[src/rtl/gpu_column_sequencer.sv]
// Column scan controller: walks one ray's column top to bottom through the wall lookup
// and streams registered pixels downstream. Optional perf counters under GPU_SEQ_PERF_EN.
module gpu_column_sequencer #(
    parameter  int SCREEN_WIDTH     = 320,
    parameter  int SCREEN_HEIGHT_PX = 240,
    parameter  int TEXTURE_SIZE     = 64,
    localparam int UVW              = $clog2(TEXTURE_SIZE)
) (
    input  logic           clk,
    input  logic           reset,
    input  logic           col_valid,
    output logic           col_ready,
    input  logic [15:0]    col_distance,
    input  logic [UVW-1:0] col_uv_x,
    output logic [15:0]    lk_distance,
    output logic [9:0]     lk_screen_y,
    input  logic [UVW-1:0] lk_uv_y,
    input  logic           lk_inside,
    input  logic           lk_above,
    output logic           px_valid,
    input  logic           px_ready,
    output logic [9:0]     px_x,
    output logic [9:0]     px_y,
    output logic [1:0]     px_kind,
    output logic [UVW-1:0] px_uv_x,
    output logic [UVW-1:0] px_uv_y,
    output logic           px_eoc,
    output logic           px_eof,
    output logic           busy
`ifdef GPU_SEQ_PERF_EN
   ,output logic [31:0]    stall_count,
    output logic [31:0]    frame_cycles
`endif
);

    typedef enum logic [1:0] {IDLE, SCAN, DRAIN} state_t;

    state_t         state, state_nxt;
    logic           armed;
    logic [9:0]     x, y;
    logic [UVW-1:0] uv_x;
    logic           slot_free, accept, capture, retire, last_row, last_col;
    logic [1:0]     kind;

    assign slot_free   = !px_valid || px_ready;
    assign last_row    = (y == 10'(SCREEN_HEIGHT_PX - 1));
    assign last_col    = (x == 10'(SCREEN_WIDTH - 1));
    assign kind        = lk_above ? 2'd0 : (lk_inside ? 2'd1 : 2'd2);
    assign lk_screen_y = y;
    assign busy        = (state != IDLE);

    always_comb begin
        state_nxt = state;
        col_ready = 1'b0;
        accept    = 1'b0;
        capture   = 1'b0;
        retire    = 1'b0;
        case (state)
            IDLE: begin
                // armed keeps ready low until the first clock after reset release
                col_ready = armed;
                if (armed && col_valid) begin
                    accept    = 1'b1;
                    state_nxt = SCAN;
                end
            end
            SCAN: if (slot_free) begin
                capture = 1'b1;
                if (last_row) state_nxt = DRAIN;
            end
            DRAIN: if (slot_free) begin
                retire    = 1'b1;
                state_nxt = IDLE;
            end
            default: state_nxt = IDLE;
        endcase
    end

    always_ff @(posedge clk or posedge reset) begin
        if (reset) begin
            state       <= IDLE;
            armed       <= 1'b0;
            x           <= '0;
            y           <= '0;
            uv_x        <= '0;
            lk_distance <= 16'h0100;
            px_valid    <= 1'b0;
            px_x        <= '0;
            px_y        <= '0;
            px_kind     <= '0;
            px_uv_x     <= '0;
            px_uv_y     <= '0;
            px_eoc      <= 1'b0;
            px_eof      <= 1'b0;
        end else begin
            state <= state_nxt;
            armed <= 1'b1;
            if (accept) begin
                // zero distance would divide by zero inside the lookup
                lk_distance <= (col_distance == 16'h0000) ? 16'h0001 : col_distance;
                uv_x        <= col_uv_x;
                y           <= '0;
            end
            if (capture) begin
                px_valid <= 1'b1;
                px_x     <= x;
                px_y     <= y;
                px_kind  <= kind;
                px_uv_x  <= (kind == 2'd1) ? uv_x : '0;
                px_uv_y  <= (kind == 2'd1) ? lk_uv_y : '0;
                px_eoc   <= last_row;
                px_eof   <= last_row && last_col;
                y        <= y + 10'd1;
            end
            if (retire) begin
                px_valid <= 1'b0;
                px_eoc   <= 1'b0;
                px_eof   <= 1'b0;
                x        <= last_col ? '0 : x + 10'd1;
            end
        end
    end

`ifdef GPU_SEQ_PERF_EN
    logic frame_run;

    always_ff @(posedge clk or posedge reset) begin
        if (reset) begin
            frame_run    <= 1'b0;
            stall_count  <= '0;
            frame_cycles <= '0;
        end else if (accept && x == '0) begin
            frame_run    <= 1'b1;
            stall_count  <= '0;
            frame_cycles <= 32'd1;
        end else if (frame_run) begin
            frame_cycles <= frame_cycles + 32'd1;
            if (px_valid && !px_ready) stall_count <= stall_count + 32'd1;
            if (px_valid && px_ready && px_eof) frame_run <= 1'b0;
        end
    end
`endif

endmodule

[config.mk]
export PLATFORM = sky130hd
export DESIGN_NAME = gpu_column_sequencer
export DESIGN_NICKNAME = d
export VERILOG_FILES = /design/src/rtl/gpu_column_sequencer.sv
export SDC_FILE = /design/constraint.sdc
export NUM_CORES = 1
export LEC_CHECK = 0
export ABC_AREA = 1
export CORE_UTILIZATION = 52
export CTS_CLUSTER_SIZE = 16
export DETAILED_ROUTE_END_ITERATION = 10
export PLACE_DENSITY = 0.95
export SYNTH_ARGS = -nofsm -noshare
export SYNTH_HDL_FRONTEND = slang
export SYNTH_SLANG_ARGS = --single-unit
[constraint.sdc]
create_clock -name clk -period 6.2 [get_ports clk]
set_input_delay 1.55 -clock clk [delete_from_list [all_inputs] [get_ports clk]]
set_output_delay 1.55 -clock clk [all_outputs]
set_load 0.1 [all_outputs]
# [Word level (Yosys, flattened, before mapping)]
# Cells that the tools add are included.
[word_totals] word_cells=60 ff_bits=82
[classes] mux=25 n_addsub=2 n_reduce_logical=10 eq_ne=9
[ops] op="two-way mux 10 bit" count=3
[ops] op="adder 10 x 1 -> 10 bit, second input constant" count=2
[ops] op="logical NOT 16 bit" count=1
[ops] op="two-way mux 16 bit" count=1
[ops] op="two-way mux 1 bit" count=12
[ops] op="two-way mux 2 bit" count=6
[ops] op="two-way mux 6 bit" count=2
[ops] op="equality test 10 x 8 -> 1 bit, second input constant" count=1
[ops] op="equality test 10 x 9 -> 1 bit, second input constant" count=1
[ops] op="!= test 2 bit, second input constant" count=4
[ops] op="case mux 2 bit (3 select lines)" count=1
[ops] op="nonzero test 2 bit" count=3
[ops] op="equality test 2 x 1 -> 1 bit, second input constant" count=2
[ops] op="AND reduction 4 bit" count=1
[ops] op="equality test 2 bit, second input constant" count=1
[ops] op="logical AND 1 bit" count=2
[ops] op="logical NOT 2 bit" count=1
[ops] op="logical NOT 1 bit" count=1
[ops] op="logical OR 1 bit" count=1

# [Logic depth before layout (Yosys ltp)]
# Gate-level depths: netlist of run 1.
[depth] word_depth=6 ltp_mapped=9 ltp_nobuf=9

# [Worst setup path before layout of run 1]
# No wires, ideal clock.
[synth_path] kind="register to output" startpoint="register state[0]" endpoint="output port col_ready" n_path_buf=0 slack_ns=2.520 arrival_time_ns=2.130 t_required_ns=4.650 stages_incl_launch_ff=4 cell_sequence="dfrtp_1 -> nor2_1 -> inv_2 -> nor2_1"
[synth_via] elab_chain_cells=2
[synth_lines] element="start, declared" line_no="38" text="state_t state, state_nxt;"
[synth_lines] element="start signal, assigned" line_no="96" text="state <= state_nxt;"
[synth_lines] element="logical NOT 2 bit" line_no="58" text="case (state)"
[synth_lines] element="two-way mux 1 bit" line_no="58"
[synth_lines] element="end, declared" line_no="12" text="output logic col_ready,"
# Every way passes these cells.

# [Final worst setup path of run 1]
# Ends and elaborated chain as after synthesis.

==> results.json, run 1 <==
{
  "synth-seq-area-share": 0.560,
  "multiInputGateArea_um2": 1290,
  "pwr-share-seq": 0.277,
  "clk_latency_ps": 350,
  "cts_resized": 0,
  "antenna_found_initial": 0,
  "grt_usage": 0.234,
  "critPathKind": "flop to output port",
  "tritoncts": "done",
  "fmax_ghz": 0.262,
  "synth_top_area_share": 0.553,
  "ant_nets": 0,
  "fin_nets": 546,
  "vias_per_cell": 4.97,
  "hold_ws_ps": 484,
  "switching_share": 0.561,
  "ctsHoldBuffers": 0,
  "dieWidth_um": 85.9,
  "dieArea_um2": 7380,
  "worst-r2r-setup-slack_ps": 4480,
  "synth_cell_types": 34,
  "min_path_cells": 2,
  "power_density_nw_per_um2": 578,
  "drc": 0,
  "setup_tns_ps": 0,
  "cts_root_buffer": "clkbuf_8",
  "initial_core_util": 0.539,
  "status": "finished clean",
  "clk_pin_slew_worst_paths_ps": 80,
  "hold_start": "px_y[7]",
  "synth-seq-cells": 82,
  "hold_path.class": "flop to flop",
  "area_growth_syn_to_layout_pct": 33.1,
  "clkPwrFrac": 0.143,
  "reg2regPathDepth": 7,
  "io_buffers": 98,
  "num_vias": 3039,
  "syn_inst": 412,
  "dpl-instance-area_um2": 4670,
  "netSwitchingPower_uw": 1580,
  "cp-start-kind": "flop",
  "cp.required_ps": 4650,
  "worstReg2RegStart": "state[1]",
  "drv_slew": 0,
  "wl_per_cell_um": 13.5,
  "slowest_stage": "clkdlybuf4s50_1",
  "rsz0062_at_grt": "false",
  "cts.sinks": 82,
  "drtIter0Drc": 226,
  "grt_max_degree": 83,
  "finalCriticalPeriod_ps": 3810,
  "postLayoutCoreUtil": 0.718,
  "yosys_warnings": 0,
  "yosys-top-cells-area": "dfrtp_1 55%, nand2_1 11%, inv_1 5.0%",
  "rr_endpoint": "px_uv_x[5]",
  "layout_commonest_cell": "nand2_1",
  "synth-edff-count": 0,
  "synth_area_leader_cell": "dfrtp_1",
  "dp.cells": 595,
  "layoutNonFillerInstCount": 611,
  "std_cell_rows": 30,
  "fillers": 539,
  "slowest_delay_ps": 1130,
  "stdcell_area_um2": 4880,
  "grt_pass1_vias": 2795,
  "final_layout_size_suffix_gt1_frac": 0.0971,
  "synth_ff_type": "dfrtp_1",
  "path_max_fanout": 4,
  "synth-async-reset-ratio": 1.00,
  "final_cell_mix": "111 x nand2_1, 98 x clkdlybuf4s50_1, 81 x dfrtp_1",
  "cp_top_family": "buffers and inverters",
  "skew_ps": 10.2,
  "routed_wl_um": 8240,
  "leakage_uw": 0.00230,
  "die_y_um": 85.9,
  "p_int_uw": 1240,
  "period_share": 0.615,
  "crit_chain": "nor2_1, inv_2, nor2_1, clkdlybuf4s50_1",
  "syn_area_per_cell_um2": 8.89,
  "htreeDepth": 3,
  "maxCapViolCount": 0,
  "hold_viol_final": 0,
  "setup_viol": 0,
  "crit_arrival_ps": 2260,
  "clock_path_buffers": 2,
  "regArea_um2": 2050,
  "routabilityCongestion": 0.907,
  "worst_pin_slew_ps": 1020,
  "postCtsSetupBuffers": 0,
  "drt_pass1_iterations": 4,
  "netlist_area_um2": 3660,
  "grt-ovfl-total": 0,
  "grt_first_pass_wirelength_um": 13200,
  "crit_buf_inv": 2,
  "diodes": 0,
  "cp_common_cell": "nor2_1",
  "dp_hpwl_um": 5880,
  "slew-limit-headroom": 0.320,
  "peakVddDrop_v": 0.000395,
  "cts_buffers": 9,
  "fp.coreArea_um2": 6790,
  "end_kind": "output port",
  "holdPathEnd": "px_y[7]",
  "pwr-share-comb": 0.581,
  "syn_nets": 448,
  "ios": 99
}
-- sequential cells by signal, indices dropped and copies added, names as in the netlist --
| signal | count |
|---|---|
| px_uv_x | 6 |
| uv_x | 6 |
| px_valid | 1 |
| lk_screen_y | 10 |
| armed | 1 |
| px_x | 10 |
| px_eoc | 1 |
| state | 2 |
| lk_distance | 16 |
| px_eof | 1 |
| x | 10 |
| px_kind | 2 |
| px_uv_y | 6 |
| px_y | 10 |
-- logic make-up after synthesis --
kind of cell / after synthesis / synth area share
flops: 82 / 0.560
other cells: 1 / 0.00102
fa+ha+maj: 2 / 0.00683
xor+xnor: 3 / 0.00717
buf+inv: 67 / 0.0871
compound gates: 64 / 0.105
simple gates: 193 / 0.232
-- metrics by stage --
stage               worst slack, ps  total power (uW)
floorplan                      2520              2080
global placement               2780              2400
detailed placement             2760              2430
CTS                            2370              2830
global route                   2340              2930
finish                         2390              2820
-- tightest hold or removal path, stage by stage (launching register included) --
cell and delay [ps]:
dfrtp_1 350, nand2_1 50, o21ai_0 50
-- worst max path at each step --
stage | from | to | cells past startpoint
floorplan | state[0] | col_ready | 3
global placement | state[0] | col_ready | 4
detailed placement | state[0] | col_ready | 4
CTS | state[0] | col_ready | 4
global route | state[0] | col_ready | 4
finish | state[0] | col_ready | 4
-- power by group through the flow --
| stage | combinational [uW] | sequential, uW | clock (uW) |
|---|---|---|---|
| 2_1_floorplan | 348 | 1730 | 0 |
| 3_3_place_gp | 1620 | 783 | 0 |
| 3_5_place_dp | 1640 | 790 | 0 |
| 4_1_cts | 1640 | 781 | 409 |
| 5_1_grt | 1700 | 797 | 437 |
| 6_report | 1640 | 781 | 402 |
-- final cells by class --
type,instances,area share
inverters,55,0.0436
flip-flops and latches,82,0.421
multi-input cells,263,0.265
clock buffers,11,0.0310
well taps,96,0.0246
clock inverters,5,0.0123
repair buffers,99,0.203
-- routing by layer --
layer	global-route usage	wire, um
met5	0	0
met4	0.126	259
met3	0.0462	388
met2	0.377	4060
met1	0.298	3540
-- synthesized netlist by cell type (3+ instances only) --
library cell	n
buf_6	7
inv_2	4
o21ai_2	14
nor2_1	29
dfrtp_1	81
nand4_1	7
inv_1	49
o21ai_0	25
a21oi_1	4
nand2_2	3
nand3_1	28
o21ai_1	15
nor3_1	6
nand2_1	111
No activity file was read; power rests on OpenSTA's default activity.
==> run 2: changes to the inputs <==
--- a/config.mk
+++ b/config.mk
@@ -6,10 +6,10 @@
 export NUM_CORES = 1
 export LEC_CHECK = 0
 export ABC_AREA = 1
-export CORE_UTILIZATION = 52
+export CORE_UTILIZATION = 48
 export CTS_CLUSTER_SIZE = 16
 export DETAILED_ROUTE_END_ITERATION = 10
-export PLACE_DENSITY = 0.95
+export PLACE_DENSITY = 0.9
 export SYNTH_ARGS = -nofsm -noshare
 export SYNTH_HDL_FRONTEND = slang
 export SYNTH_SLANG_ARGS = --single-unit
==> constraint.sdc (replaced) <==
create_clock -name clk -period 3.6 [get_ports clk]
set_input_delay 0.9 -clock clk [delete_from_list [all_inputs] [get_ports clk]]
set_output_delay 0.9 -clock clk [all_outputs]
set_load 0.1 [all_outputs]
==> results.json, run 2 (synthesis results as in run 1) <==
{
  "postCtsSetupBuffers": 0,
  "status": "finished clean",
  "ctsHoldBuffers": 0,
  "drv_slew": 0,
  "critPathKind": "flop to output port",
  "diodes": 0,
  "initial_core_util": 0.500,
  "slew-limit-headroom": 0.346,
  "fp.coreArea_um2": 7330,
  "grt_usage": 0.234,
  "hold_viol_final": 0,
  "regMostFlops": "lk_distance",
  "drtIter0Drc": 164,
  "ant_nets": 0,
  "dp_hpwl_um": 6070,
  "cp-start-kind": "flop",
  "layout_commonest_cell": "nand2_1",
  "slowest_stage": "clkdlybuf4s50_1",
  "cts_root_buffer": "clkbuf_8",
  "rsz0062_at_grt": "false",
  "die_y_um": 89.4,
  "maxCapViolCount": 0,
  "clock_path_buffers": 2,
  "io_buffers": 98,
  "antenna_found_initial": 0,
  "dieWidth_um": 89.4,
  "area_growth_syn_to_layout_pct": 31.0,
  "std_cell_rows": 31,
  "htreeDepth": 3,
  "place_ws_ps": 934,
  "final_cell_mix": "111 x nand2_1, 81 x dfrtp_1, 57 x buf_4",
  "cp.required_ps": 2700,
  "crit_chain": "clkdlybuf4s50_1",
  "num_vias": 3093,
  "cts_buffers": 9,
  "fin_nets": 548,
  "setup_viol": 0,
  "fillers": 584,
  "largest_reg_flops": 16,
  "cp_top_family": "buffers and inverters",
  "crit_buf_inv": 1,
  "routabilityCongestion": 0.851,
  "grt_pass1_vias": 2947,
  "clk_latency_ps": 350,
  "period_share": 0.768,
  "finalCriticalPeriod_ps": 2770,
  "skew_ps": 5.95,
  "ios": 99,
  "grt_max_degree": 69,
  "drt_pass1_iterations": 4,
  "vias_per_cell": 5.02,
  "dieArea_um2": 7990,
  "setup_tns_ps": 0,
  "final_layout_size_suffix_gt1_frac": 0.205,
  "hold_path.class": "flop to flop",
  "worst_pin_slew_ps": 977,
  "cts_resized": 0,
  "grt_first_pass_wirelength_um": 13900,
  "fmax_ghz": 0.362,
  "end_kind": "output port",
  "timing.final.ws_setup_ps": 835,
  "slowest_delay_ps": 1140,
  "wl_per_cell_um": 13.5,
  "routed_wl_um": 8330,
  "grt-ovfl-total": 0,
  "cts.sinks": 82,
  "tritoncts": "done",
  "clk_pin_slew_worst_paths_ps": 80,
  "path_max_fanout": 2,
  "crit_arrival_ps": 1870,
  "drc": 0
}
## run 2: cell count changes in the layout (fill, tap and decap cells not counted), sizes merged
cell,previous run,this run
inv,55,54
clkdlybuf4s50,98,44
clkinvlp,1,0
buf,1,57
bufinv,1,3
## run 2: area by class of cell
type,instances,area [um^2],area share
flip-flops and latches,82,2050,0.428
repair buffers,101,868,0.181
inverters,55,213,0.0443
well taps,99,124,0.0258
clock inverters,5,100,0.0208
multi-input cells,263,1290,0.269
clock buffers,11,151,0.0315
## run 2: stage by stage
step           instance area (um^2)  std cells  hold slack (ps)  utilization
2_1_floorplan                  3660        412              471            -
3_3_place_gp                   4550        600              457        0.621
3_5_place_dp                   4550        600              467        0.621
4_1_cts                        4800        616              485        0.655
5_1_grt                        4800        616              508        0.655
6_report                       4800        616              487        0.655
## run 2: path summary, 6_finish.rpt
kind,from,to,slack (ps),depth (start not counted)
worst max register to register,state[1],px_uv_x[3],1900,7
min in group asynchronous,reset,px_uv_y[3],950,2
worst max-delay path,px_uv_y[1],px_uv_y[1],830,1
worst min-delay path,lk_distance[14],lk_distance[14],490,2
worst min register to register,lk_distance[14],lk_distance[14],490,2
max in group asynchronous,reset,lk_distance[8],1880,3
## run 2: per-layer routing
metal	share of wire	routed length, um	track usage
met1	0.43	3550	0.293
met2	0.49	4100	0.387
met3	0.053	439	0.0489
met4	0.029	245	0.113
met5	0	0	0
Power of run 2 is not shown: default switching activity piles up to over one toggle a cycle in this logic, so the estimate is an artifact.
